**src/rtl/capture_pkg.sv**
```systemverilog
// capture_pkg: shared state type, CSR map and writedata layout for the capture write arbiter
package capture_pkg;
    typedef enum logic [1:0] {IDLE, RUN, FULL} state_t;
    localparam logic [3:0] CSR_CTRL   = 4'd0;
    localparam logic [3:0] CSR_STATUS = 4'd1;
    localparam logic [3:0] CSR_WR_PTR = 4'd2;
    localparam logic [3:0] CSR_DROP0  = 4'd3;
    localparam logic [3:0] CSR_DROP1  = 4'd4;
    localparam logic [3:0] CSR_COUNT0 = 4'd5;
    localparam logic [3:0] CSR_COUNT1 = 4'd6;
    localparam logic [3:0] CAPTURE_TAG = 4'hF;
    localparam int DATA_W   = 36;
    localparam int PORT_BIT = 36;
    localparam int TAG_LSB  = 60;
    function automatic logic [31:0] sat_inc(input logic [31:0] v);
        return v + {31'd0, ~&v};
    endfunction
endpackage

```
**src/rtl/capture_fifo.sv**
```systemverilog
// capture_fifo: sync FIFO with first-word fall-through head; push onto a full FIFO is taken when a pop happens the same cycle
module capture_fifo #(
    parameter int DEPTH = 4,
    parameter int W = 36
) (
    input  logic         clk,
    input  logic         reset_n,
    input  logic         clr,
    input  logic         push,
    input  logic         pop,
    input  logic [W-1:0] din,
    output logic [W-1:0] dout,
    output logic         full,
    output logic         empty
);
    localparam int AW = $clog2(DEPTH);
    logic [W-1:0] mem [DEPTH];
    logic [AW:0] wp, rp;
    logic do_push, do_pop;
    assign full = (wp[AW] != rp[AW]) && (wp[AW-1:0] == rp[AW-1:0]);
    assign empty = wp == rp;
    assign dout = mem[rp[AW-1:0]];
    assign do_push = push & (~full | pop);
    assign do_pop = pop & ~empty;
    always_ff @(posedge clk or negedge reset_n)
        if (!reset_n) begin
            wp <= '0;
            rp <= '0;
        end else if (clr) begin
            wp <= '0;
            rp <= '0;
        end else begin
            if (do_push) wp <= wp + (AW+1)'(1);
            if (do_pop) rp <= rp + (AW+1)'(1);
        end
    always_ff @(posedge clk)
        if (do_push) mem[wp[AW-1:0]] <= din;
endmodule

```
**src/rtl/capture_write_arbiter.sv**
```systemverilog
// capture_write_arbiter: two valid-only snoop streams share one Avalon-MM write master into capture RAM
module capture_write_arbiter
    import capture_pkg::*;
#(
    parameter int ADDR_W = 20,
    parameter int FIFO_DEPTH = 4,
    parameter logic [3:0] TAG = CAPTURE_TAG
) (
    input  logic              clk,
    input  logic              reset_n,
    input  logic [DATA_W-1:0] port0_st_data,
    input  logic              port0_st_valid,
    input  logic [DATA_W-1:0] port1_st_data,
    input  logic              port1_st_valid,
    output logic [ADDR_W-1:0] mem_address,
    output logic [63:0]       mem_writedata,
    output logic              mem_write,
    input  logic              mem_waitrequest,
    input  logic [3:0]        csr_address,
    input  logic              csr_read,
    input  logic              csr_write,
    input  logic [31:0]       csr_writedata,
    output logic [31:0]       csr_readdata,
    output logic              snoop_reset
);
    state_t state;
    logic ctrl_en, ctrl_wrap, clr_pend, gnt, last;
    logic accept, clr_go, ctrl_wr, en_n, issue, sel, top_hit;
    logic [1:0] valid, full, empty, pop, drop_inc;
    logic [DATA_W-1:0] st_data [2];
    logic [DATA_W-1:0] head [2];
    logic [31:0] drop [2];
    logic [31:0] count [2];
    logic unused_wdata;
    assign valid = {port1_st_valid, port0_st_valid};
    assign st_data[0] = port0_st_data;
    assign st_data[1] = port1_st_data;
    assign accept = mem_write & ~mem_waitrequest;
    // A pending clear waits for the in-flight write to be accepted
    assign clr_go = clr_pend & (~mem_write | accept);
    assign ctrl_wr = csr_write & (csr_address == CSR_CTRL);
    assign en_n = ctrl_wr ? csr_writedata[0] : ctrl_en;
    assign issue = ~mem_write & (state == RUN) & ~clr_pend & ~&empty;
    assign sel = ~|empty ? ~last : empty[0];
    assign top_hit = accept & (state == RUN) & (&mem_address) & ~ctrl_wrap;
    assign unused_wdata = ^csr_writedata[31:3];
    for (genvar i = 0; i < 2; i++) begin : g_port
        assign pop[i] = accept & (gnt == 1'(i));
        assign drop_inc[i] = valid[i] & (((state == RUN) & full[i] & ~pop[i]) | (state == FULL));
        capture_fifo #(.DEPTH(FIFO_DEPTH), .W(DATA_W)) u_fifo (
            .clk    (clk),
            .reset_n(reset_n),
            .clr    (clr_go),
            .push   (valid[i] & (state == RUN)),
            .pop    (pop[i]),
            .din    (st_data[i]),
            .dout   (head[i]),
            .full   (full[i]),
            .empty  (empty[i])
        );
    end
    always_ff @(posedge clk or negedge reset_n)
        if (!reset_n) begin
            state <= IDLE;
            ctrl_en <= 1'b0;
            ctrl_wrap <= 1'b0;
            clr_pend <= 1'b0;
            snoop_reset <= 1'b0;
            mem_write <= 1'b0;
            mem_address <= '0;
            mem_writedata <= '0;
            gnt <= 1'b0;
            last <= 1'b1;
            drop <= '{default: '0};
            count <= '{default: '0};
        end else begin
            ctrl_en <= en_n;
            ctrl_wrap <= ctrl_wr ? csr_writedata[1] : ctrl_wrap;
            clr_pend <= (ctrl_wr & csr_writedata[2]) | (clr_pend & ~clr_go);
            snoop_reset <= clr_go;
            state <= clr_go ? (en_n ? RUN : IDLE) : !en_n ? IDLE : (state == IDLE) ? RUN : top_hit ? FULL : state;
            mem_write <= issue | (mem_write & ~accept);
            if (issue) begin
                gnt <= sel;
                last <= sel;
                mem_writedata <= {TAG, {(TAG_LSB-PORT_BIT-1){1'b0}}, sel, head[sel]};
            end
            if (clr_go) begin
                mem_address <= '0;
                drop <= '{default: '0};
                count <= '{default: '0};
            end else begin
                if (accept) mem_address <= mem_address + ADDR_W'(1);
                for (int i = 0; i < 2; i++) begin
                    if (pop[i]) count[i] <= count[i] + 32'd1;
                    if (drop_inc[i]) drop[i] <= sat_inc(drop[i]);
                end
            end
        end
    always_comb begin
        csr_readdata = '0;
        if (csr_read)
            case (csr_address)
                CSR_CTRL:   csr_readdata = {30'd0, ctrl_wrap, ctrl_en};
                CSR_STATUS: csr_readdata = {29'd0, mem_write, state == FULL, state == RUN};
                CSR_WR_PTR: csr_readdata = 32'(mem_address);
                CSR_DROP0:  csr_readdata = drop[0];
                CSR_DROP1:  csr_readdata = drop[1];
                CSR_COUNT0: csr_readdata = count[0];
                CSR_COUNT1: csr_readdata = count[1];
                default:    csr_readdata = '0;
            endcase
    end
endmodule

```
**config.mk**
```make
export PLATFORM = sky130hd
export DESIGN_NAME = capture_write_arbiter
export DESIGN_NICKNAME = d
export VERILOG_FILES = /design/src/rtl/capture_pkg.sv /design/src/rtl/capture_fifo.sv /design/src/rtl/capture_write_arbiter.sv
export SDC_FILE = /design/constraint.sdc
export NUM_CORES = 1
export LEC_CHECK = 0
export CORE_UTILIZATION = 59
export CTS_BUF_LIST = sky130_fd_sc_hd__clkbuf_2
export DETAILED_ROUTE_END_ITERATION = 6
export PLACE_DENSITY_LB_ADDON = 0.12
export SYNTH_ARGS = -nofsm -noshare
export SYNTH_HDL_FRONTEND = slang
export SYNTH_SLANG_ARGS = --single-unit
export TNS_END_PERCENT = 5
```
**constraint.sdc**
```tcl
create_clock -name clk -period 4 [get_ports clk]
set_clock_uncertainty 0.1 [all_clocks]
set_input_delay 0.4 -clock clk [delete_from_list [all_inputs] [get_ports clk]]
set_output_delay 0.4 -clock clk [all_outputs]
set_load 0.02 [all_outputs]
```
==> flow_summary.ini, run 1 <==
[finish]
drive_above_1_share_pct = 16.9
final-instance-count-excl-fill = 2632
fin_util_pct = 72.4
final_nets = 2165
synthToLayoutAreaGrowth_pct = 19.7

[critical_path]
required_ns = 3.50
path_cells = nand2b_1, o21ai_0, a221oi_1, a211o_1, a21oi_1, clkdlybuf4s50_1
cp_max_fo = 6
endpoint_kind = output pin
r2r_slack_ns = 0.78
path_class = reg -> out
crit_slowest_cell = clkdlybuf4s50_1
startpoint = state[0]$_DFFE_PN0P_
cp.arrival_ns = 3.28
r2r_start = drop[33]$_DFFE_PN0P_
critPathMaxStageDelay_ns = 0.67
start_kind = flop

[die]
io_pins = 233
die_y_microns = 196
die_w_microns = 196
start_util_pct = 60.4
fp-row-count = 70
core-area_sq_um = 36900
dieArea_sq_um = 38600

[power]
internal_power_uw = 9490
comb_power_share_pct = 29.7
p_per_area_nw_per_um2 = 538
p_leak_uw = 0.00982
total_power_uw = 14400
power.share.clock_pct = 24.7
ir_worst_vdd_uv = 473
seq_power_share_pct = 45.6
swShare_pct = 33.9
switching_power_uw = 4870

[synthesis]
synth.area.top_cells = edfxtp_1 (39%), dfrtp_1 (23%), mux4_2 (7.3%)
synth_edf_count = 288
synth_mux_area_share_pct = 9.49
yosys_warnings = 0
avgSynthCellArea_sq_um = 13.1
synth_top_family_by_area = simple AND/OR/NAND/NOR gates
synth-main-ff-cell = edfxtp_1
yosysUniqueCellTypes = 69
ys_seq_elements = 494
netlist_top_cells_count = edfxtp_1 (288), dfrtp_1 (205), nand2_1 (128)
yosysTopAreaCell = edfxtp_1
synth.most_common_cell = edfxtp_1
synth_fa_ha_area_share_pct = 0.955
yosys.area_share.xor_xnor_pct = 2.95
synth_compound_area_share_pct = 9.26
synth-seq-area-share_pct = 61.9
syn_inst = 1704
syn_area_sq_um = 22300
synth_top_area_share_pct = 38.8
synth_simple_gate_area_share_pct = 12.1
async_flop_share_pct = 41.7

[timing]
min_period_over_period_pct = 94.4
slew_headroom_pct = 12.9
worst_pin_slew_ns = 1.30
rsz0062_at_grt = no
setup_violations = 0
max_freq_mhz = 265
slew_violations = 0
setup_tns_ns = 0
final_hold_viol_count = 0
period_minus_slack_ns = 3.78

[clock_network]
htree_levels = 4
cts_inserted_buffers = 130
clockRootBuffer = clkbuf_2
clk_pin_slew_ns = 0.09
insertion_delay_ns = 1.06
clkSinkCount = 494
cts_tree = built
cts_max_path_buffers = 3

[drt]
routedWlPerCell_microns = 21.4
final_antenna_net_count = 0
dr.pass1.iters = 6
initialDrtViolationCount = 1337
drc = 0
vias = 16000
vias_per_cell = 6.09
routed_wl_microns = 56400

[global_route]
grt_overflow = 0
antenna_found_initial = 2
grt_usage_pct = 29.9
grt_pass1_wl_microns = 87900
grtUsageMet3_pct = 6.52
grt_use_met1_pct = 39.8
met2_usage_pct = 49.5
grt_start_max_net_pins = 84
grt_pass1_vias = 15700
globalRoute.busiestLayer = met2

[placement]
hpwl_microns = 35300
place.gp.congestion = 0.976
placed_cells = 2326
port-buffer-count = 180

[worst_hold_path]
hold_start = mem_waitrequest
hp-class = in -> reg

[status]
status = complete, no violations

[job]
drv_cap = 0
-- layout make-up --
class / instances / area (sq um)
Sequential cell: 494 / 13800
Fill cell: 2535 / 10200
Multi-Input combinational cell: 1071 / 7890
Timing Repair Buffer: 302 / 3030
Clock buffer: 189 / 946
Tap cell: 504 / 631
Clock inverter: 35 / 244
Inverter: 34 / 130
Antenna cell: 3 / 7.51
-- logic make-up (layout without fill, tap and decap cells) --
kind of cell / after synthesis / in the layout
other cells: 1 / 26
simple gates: 510 / 510
buf+inv: 161 / 560
mux: 121 / 121
compound gates: 325 / 325
flops: 494 / 494
fa+ha+maj: 17 / 17
xor+xnor: 75 / 75
-- path summary, 6_finish.rpt --
kind | endpoint | cells past startpoint
setup / recovery | csr_readdata[1] | 6
hold / removal | mem_write$_DFF_PN0_ | 4
setup reg to reg | drop[50]$_DFFE_PN0P_ | 12
hold reg to reg | mem_writedata[30]$_DFFE_PN0P_ | 2
max in group asynchronous | g_port[1].u_fifo.rp[1]$_DFFE_PN0P_ | 4
min in group asynchronous | last$_DFFE_PN1P_ | 3
-- metrics by stage --
step | setup slack [ns] | cell area [sq um] | hold slack [ns]
CTS | 0.0967 | 26700 | 0.00262
global route | 0.0628 | 26700 | 0.0189
global placement | 0.622 | 24700 | 0.362
finish | 0.224 | 26700 | 0.106
floorplan | 0.888 | 22400 | 0.00441
detailed placement | 0.612 | 24700 | 0.364
-- cell usage in the layout (no fill, tap or decap), types with 15 or more instances in the layout --
cell type / instances
xnor2_1: 53
nor3_1: 23
a22oi_1: 60
and3_1: 15
xor2_1: 22
or3_1: 34
nand3_1: 40
clkbuf_2: 189
buf_4: 36
nor2_1: 97
clkdlybuf4s50_1: 179
mux2i_1: 47
dlygate4sd3_1: 78
edfxtp_1: 288
nand2b_1: 15
inv_1: 33
ha_1: 17
nand2_1: 128
dfrtp_1: 200
o21ai_0: 74
clkinv_1: 23
or4_1: 32
a21oi_1: 89
conb_1: 23
nand4_1: 36
nor4_1: 25
o31ai_1: 32
a31oi_1: 20
mux4_2: 72
-- registers in the layout, summed over array words and instances, names as in the netlist, 2 cells and up --
register           cells
count                 64
drop                  64
g_port.u_fifo.mem    288
g_port.u_fifo.rp       6
g_port.u_fifo.wp       6
mem_address           20
mem_writedata         38
state                  2
-- power groups by stage --
| stage | Combinational, uW | Sequential [uW] | Clock [uW] |
|---|---|---|---|
| detailed placement | 4210 | 6640 | 0 |
| global route | 4600 | 6610 | 3880 |
| floorplan | 2580 | 6740 | 0 |
| finish | 4270 | 6550 | 3550 |
| CTS | 4290 | 6530 | 3610 |
| global placement | 4100 | 6600 | 0 |
-- routing by layer --
| layer | up-vias | wire length, microns | share of wire, % |
|---|---|---|---|
| met3 | 90 | 4150 | 7.4 |
| met5 | - | 0 | 0 |
| li1 | 7218 | - | - |
| met2 | 648 | 28300 | 50 |
| met4 | 0 | 1170 | 2.1 |
| met1 | 8077 | 22800 | 40 |
-- worst max-delay path: cells and delay by family (launching register included) --
family	cells	cell delay [ns]
AO/OA/AOI/OAI	4	0.92
buffers and inverters	1	0.67
flip-flops	1	0.44
AND/OR/NAND/NOR	1	0.25
-- timing repair --
action | 4_1_cts | 5_1_grt
hold buffers | 78 | 1
hold endpoints to repair | 497 | 1
gates resized for setup | 0 | 1
endpoints found under the setup margin | 0 | 1
buffers inserted | 0 | 0
(Power assumes the default switching activity.)
==> run 2, diff against run 1 <==
--- a/config.mk
+++ b/config.mk
@@ -5,10 +5,11 @@
 export SDC_FILE = /design/constraint.sdc
 export NUM_CORES = 1
 export LEC_CHECK = 0
+export CORE_MARGIN = 5
 export CORE_UTILIZATION = 59
 export CTS_BUF_LIST = sky130_fd_sc_hd__clkbuf_2
 export DETAILED_ROUTE_END_ITERATION = 6
-export PLACE_DENSITY_LB_ADDON = 0.12
+export PLACE_DENSITY_LB_ADDON = 0.2
 export SYNTH_ARGS = -nofsm -noshare
 export SYNTH_HDL_FRONTEND = slang
 export SYNTH_SLANG_ARGS = --single-unit
==> run 2 against run 1 <==
Compared with the run above:
- combinational power is 2% higher
- critical endpoint unchanged
- critical path type unchanged
- register-to-register slack worse by 0.09 ns
- total power is 0.55% lower
- flip-flop and latch count stayed put
==> flow_summary.ini, run 2 (synthesized netlist as in run 1, its figures left out) <==
[status]
status = complete, no violations

[finish]
final_common_cell = edfxtp_1
drive_above_1_share_pct = 16.4
largest_reg_flops = 288
synthToLayoutAreaGrowth_pct = 19.7
final_cell_mix = edfxtp_1 (288), dfrtp_1 (201), clkbuf_2 (183), clkdlybuf4s50_1 (179), nand2_1 (128)
final_cell_area_sq_um = 26700
n_fill_cell = 2578
final_nets = 2154

[die]
io_pins = 233
fp-row-count = 71
dieArea_sq_um = 41800
die_w_microns = 204
core-area_sq_um = 37500
start_util_pct = 59.4
die_y_microns = 204

[timing]
worst_pin_slew_ns = 1.22
max_freq_mhz = 269
fin_ws_ns = 0.276
min_period_over_period_pct = 93.1
slew_violations = 0
slew_headroom_pct = 18.5
period_minus_slack_ns = 3.72
setup_violations = 0
rsz0062_at_grt = no
timing.hold.ws_ns = 0.143
setup_tns_ns = 0
final_hold_viol_count = 0

[critical_path]
r2r_start = drop[34]$_DFFE_PN0P_
required_ns = 3.50
endpoint_kind = output pin
critPathMaxStageDelay_ns = 0.68
path_class = reg -> out
start_kind = flop
cp.arrival_ns = 3.22
timing.rr.end = drop[49]$_DFFE_PN0P_
startpoint = state[0]$_DFFE_PN0P_
ff2ff_path_depth = 12
path_cells = nand2b_1, o21ai_0, a221oi_1, a211o_1, a21oi_1, clkdlybuf4s50_1
cp_max_fo = 6
cp-endpoint = csr_readdata[1]
crit_slowest_cell = clkdlybuf4s50_1
r2r_slack_ns = 0.69

[clock_network]
clk_pin_slew_ns = 0.10
cts_max_path_buffers = 3
cts_resized = 0
post-cts-setup-buffers = 0
cts_hold_buf = 79
clockRootBuffer = clkbuf_2
htree_levels = 3
clkSinkCount = 494
cts_inserted_buffers = 119
insertion_delay_ns = 1.08
cts_tree = built

[drt]
initialDrtViolationCount = 1345
routedWlPerCell_microns = 22.3
drc = 0
routed_wl_microns = 58900
final_antenna_net_count = 0
vias = 16000
dr.pass1.iters = 5
vias_per_cell = 6.06

[global_route]
grt_pass1_wl_microns = 92100
grt_pass1_vias = 16300
grtUsageMet3_pct = 5.65
grt_usage_pct = 28.4
grt_start_max_net_pins = 93
grt_overflow = 0
globalRoute.busiestLayer = met2
met2_usage_pct = 47.5
grt_use_met1_pct = 37.7
antenna_found_initial = 5

[placement]
placed_cell_area_sq_um = 24700
place.gp.congestion = 0.929
port-buffer-count = 180
hpwl_microns = 36200
place_ws_ns = 0.535

[power]
ir_worst_vdd_uv = 551
p_leak_uw = 0.00982
p_per_area_nw_per_um2 = 535

[worst_hold_path]
hp-class = in -> reg

[job]
drv_cap = 0
-- run 2: report_power, final --
group | internal (uW) | total, uW | switching (uW)
sequential | 6090 | 6580 | 489
combinational | 1970 | 4350 | 2370
clock | 1300 | 3360 | 2060
-- run 2: layout make-up --
cell class | count | area (sq um) | area share [%]
Tap cell | 511 | 639 | 2.40
Multi-Input combinational cell | 1071 | 7890 | 29.6
Clock inverter | 40 | 213 | 0.797
Sequential cell | 494 | 13800 | 51.8
Inverter | 34 | 130 | 0.488
Timing Repair Buffer | 302 | 3060 | 11.5
Antenna cell | 7 | 17.5 | 0.0657
Clock buffer | 183 | 916 | 3.43
-- run 2: per-stage QoR --
stage	std cells	power [uW]	utilization (%)
3_3_place_gp	2333	10800	65.9
4_1_cts	2635	14300	71.1
5_1_grt	2641	15100	71.2
3_5_place_dp	2333	10900	65.9
2_1_floorplan	1726	9330	-
6_report	2642	14300	71.2
-- run 2: how the worst min path moves through the flow --
stage                                        from                       endpoint  slack [ns]  cells after the start
floorplan                                 reset_n             clr_pend$_DFF_PN0_       0.004                      0
global placement    mem_writedata[12]$_DFFE_PN0P_  mem_writedata[12]$_DFFE_PN0P_        0.36                      2
detailed placement               last$_DFFE_PN1P_               last$_DFFE_PN1P_        0.38                      2
CTS                                     csr_write          ctrl_wrap$_DFFE_PN0P_       0.005                      3
global route                            csr_write          ctrl_wrap$_DFFE_PN0P_        0.04                      3
finish                                  csr_write          ctrl_wrap$_DFFE_PN0P_        0.14                      3
-- run 2: worst max-delay path, delay by kind of cell, from the launching register on --
family	cells	cell delay (ns)
flops	1	0.44
compound gates	4	0.86
buf+inv	1	0.68
simple gates	1	0.21
-- run 2: routing by layer --
layer / routed length (microns) / vias up
met5: 0 / -
met4: 1800 / 0
met3: 4630 / 122
met2: 29600 / 761
met1: 22900 / 7919
li1: - / 7200
==> run 3, diff against run 2 <==
--- a/config.mk
+++ b/config.mk
@@ -5,6 +5,7 @@
 export SDC_FILE = /design/constraint.sdc
 export NUM_CORES = 1
 export LEC_CHECK = 0
+export CAP_MARGIN = 20
 export CORE_MARGIN = 5
 export CORE_UTILIZATION = 59
 export CTS_BUF_LIST = sky130_fd_sc_hd__clkbuf_2
==> run 3 against run 2 <==
Compared with the run above:
- via count barely moved
- cell count barely moved
- critical path type unchanged
- register-to-register slack is essentially flat
- die area is the same
- sequential share of layout area shrank 0.068 points
- largest power group unchanged
- sequential power about the same
- critical endpoint unchanged
- worst setup slack worse by 0.0024 ns
==> flow_summary.ini, run 3 (synthesized netlist as in run 1, its figures left out) <==
[drt]
routed_wl_microns = 59000
vias = 16000
routedWlPerCell_microns = 22.3
drc = 0
vias_per_cell = 6.05
final_antenna_net_count = 0
dr.pass1.iters = 5
initialDrtViolationCount = 1457

[worst_hold_path]
hp-class = in -> reg

[placement]
port-buffer-count = 180
hpwl_microns = 36200
placed_cell_area_sq_um = 24700
place.gp.congestion = 0.929

[global_route]
antenna_found_initial = 5
grt_pass1_wl_microns = 92100
grt_usage_pct = 28.4
grt_pass1_vias = 16300
grt_start_max_net_pins = 93
grt_overflow = 0

[timing]
rsz0062_at_grt = no
worst_pin_slew_ns = 1.04
final_hold_viol_count = 0
slew_violations = 0
max_freq_mhz = 268
slew_headroom_pct = 30.4
min_period_over_period_pct = 93.2
setup_violations = 0
setup_tns_ns = 0
period_minus_slack_ns = 3.73

[clock_network]
clk_pin_slew_ns = 0.10
cts_max_path_buffers = 3
cts_tree = built
cts_resized = 0
htree_levels = 3
clkSinkCount = 494
insertion_delay_ns = 1.10
cts_inserted_buffers = 119
clockRootBuffer = clkbuf_2

[die]
die_y_microns = 204
die_w_microns = 204
io_pins = 233
dieArea_sq_um = 41800
core-area_sq_um = 37500
fp-row-count = 71
start_util_pct = 59.4

[power]
ir_worst_vdd_uv = 554
seq_power_share_pct = 46.0
internal_power_uw = 9370
swShare_pct = 34.4
p_leak_uw = 0.00983
power.share.clock_pct = 23.5
p_per_area_nw_per_um2 = 535
comb_power_share_pct = 30.5
switching_power_uw = 4920

[finish]
final_cell_area_sq_um = 26700
final_common_cell = edfxtp_1
fin_util_pct = 71.3
final_cell_mix = edfxtp_1 (288), dfrtp_1 (201), clkbuf_2 (183), clkdlybuf4s50_1 (179), nand2_1 (128)
synthToLayoutAreaGrowth_pct = 19.9
largest_reg_flops = 288
n_fill_cell = 2574
final_nets = 2156
drive_above_1_share_pct = 16.5

[critical_path]
critPathMaxStageDelay_ns = 0.68
cp.arrival_ns = 3.23
crit_slowest_cell = clkdlybuf4s50_1
endpoint_kind = output pin
path_cells = nand2b_1, o21ai_0, a221oi_1, a211o_1, a21oi_1, clkdlybuf4s50_1
cp_max_fo = 6
start_kind = flop
required_ns = 3.50
path_class = reg -> out

[job]
drv_cap = 0

[status]
status = complete, no violations
[run 3: cell type report]
class	instances	area [sq um]	share of cell area, %
diodes	7	17.5	0.0656
repair buffers	304	3100	11.6
clock buffers	183	916	3.43
multi-input cells	1071	7890	29.5
inverters	34	130	0.487
flip-flops and latches	494	13800	51.7
well taps	511	639	2.39
clock inverters	40	213	0.796
[run 3: power by group through the flow]
stage	Clock [uW]	Combinational, uW	Sequential, uW
finish	3360	4360	6570
global route	3750	4700	6640
CTS	3400	4350	6550
detailed placement	0	4270	6650
global placement	0	4160	6610
floorplan	0	2580	6740
[run 3: path summary, 6_finish.rpt]
| kind | startpoint | end | slack (ns) | cells past startpoint |
|---|---|---|---|---|
| max | state[0]$_DFFE_PN0P_ | csr_readdata[1] | 0.27 | 6 |
| min | csr_write | ctrl_wrap$_DFFE_PN0P_ | 0.14 | 3 |
| max reg2reg | drop[33]$_DFFE_PN0P_ | drop[49]$_DFFE_PN0P_ | 0.70 | 12 |
| min reg2reg | last$_DFFE_PN1P_ | last$_DFFE_PN1P_ | 0.39 | 2 |
| max in group asynchronous | reset_n | count[45]$_DFFE_PN0P_ | 2.87 | 4 |
| min in group asynchronous | reset_n | last$_DFFE_PN1P_ | 0.41 | 3 |
[run 3: through the flow]
stage	power [uW]	setup WS [ns]	hold WS (ns)	cells
after floorplan	9330	0.888	0.00441	1726
after global placement	10800	0.575	0.365	2333
after detailed placement	10900	0.535	0.379	2333
after CTS	14300	0.172	0.00485	2635
after global routing	15100	0.0629	0.0422	2643
final	14300	0.273	0.137	2644
[run 3: layer usage]
metal	up-vias	GRT usage (%)	part of all wire [%]
met2	696	47.5	51
met4	0	9.95	3.1
met1	7965	37.7	39
li1	7203	-	-
met3	125	5.65	7.6
met5	-	0	0
[run 3: worst max-delay path, delay by kind of cell, from the launching register on]
kind / cells / cell delay [ns]
AO/OA/AOI/OAI: 4 / 0.86
buffers and inverters: 1 / 0.68
AND/OR/NAND/NOR: 1 / 0.21
flip-flops: 1 / 0.44
[run 3: repair_timing]
| item | in CTS | in global routing |
|---|---|---|
| hold buffers | 79 | 0 |
| endpoints found under the hold margin | 499 | 0 |
| setup buffers | 0 | 0 |
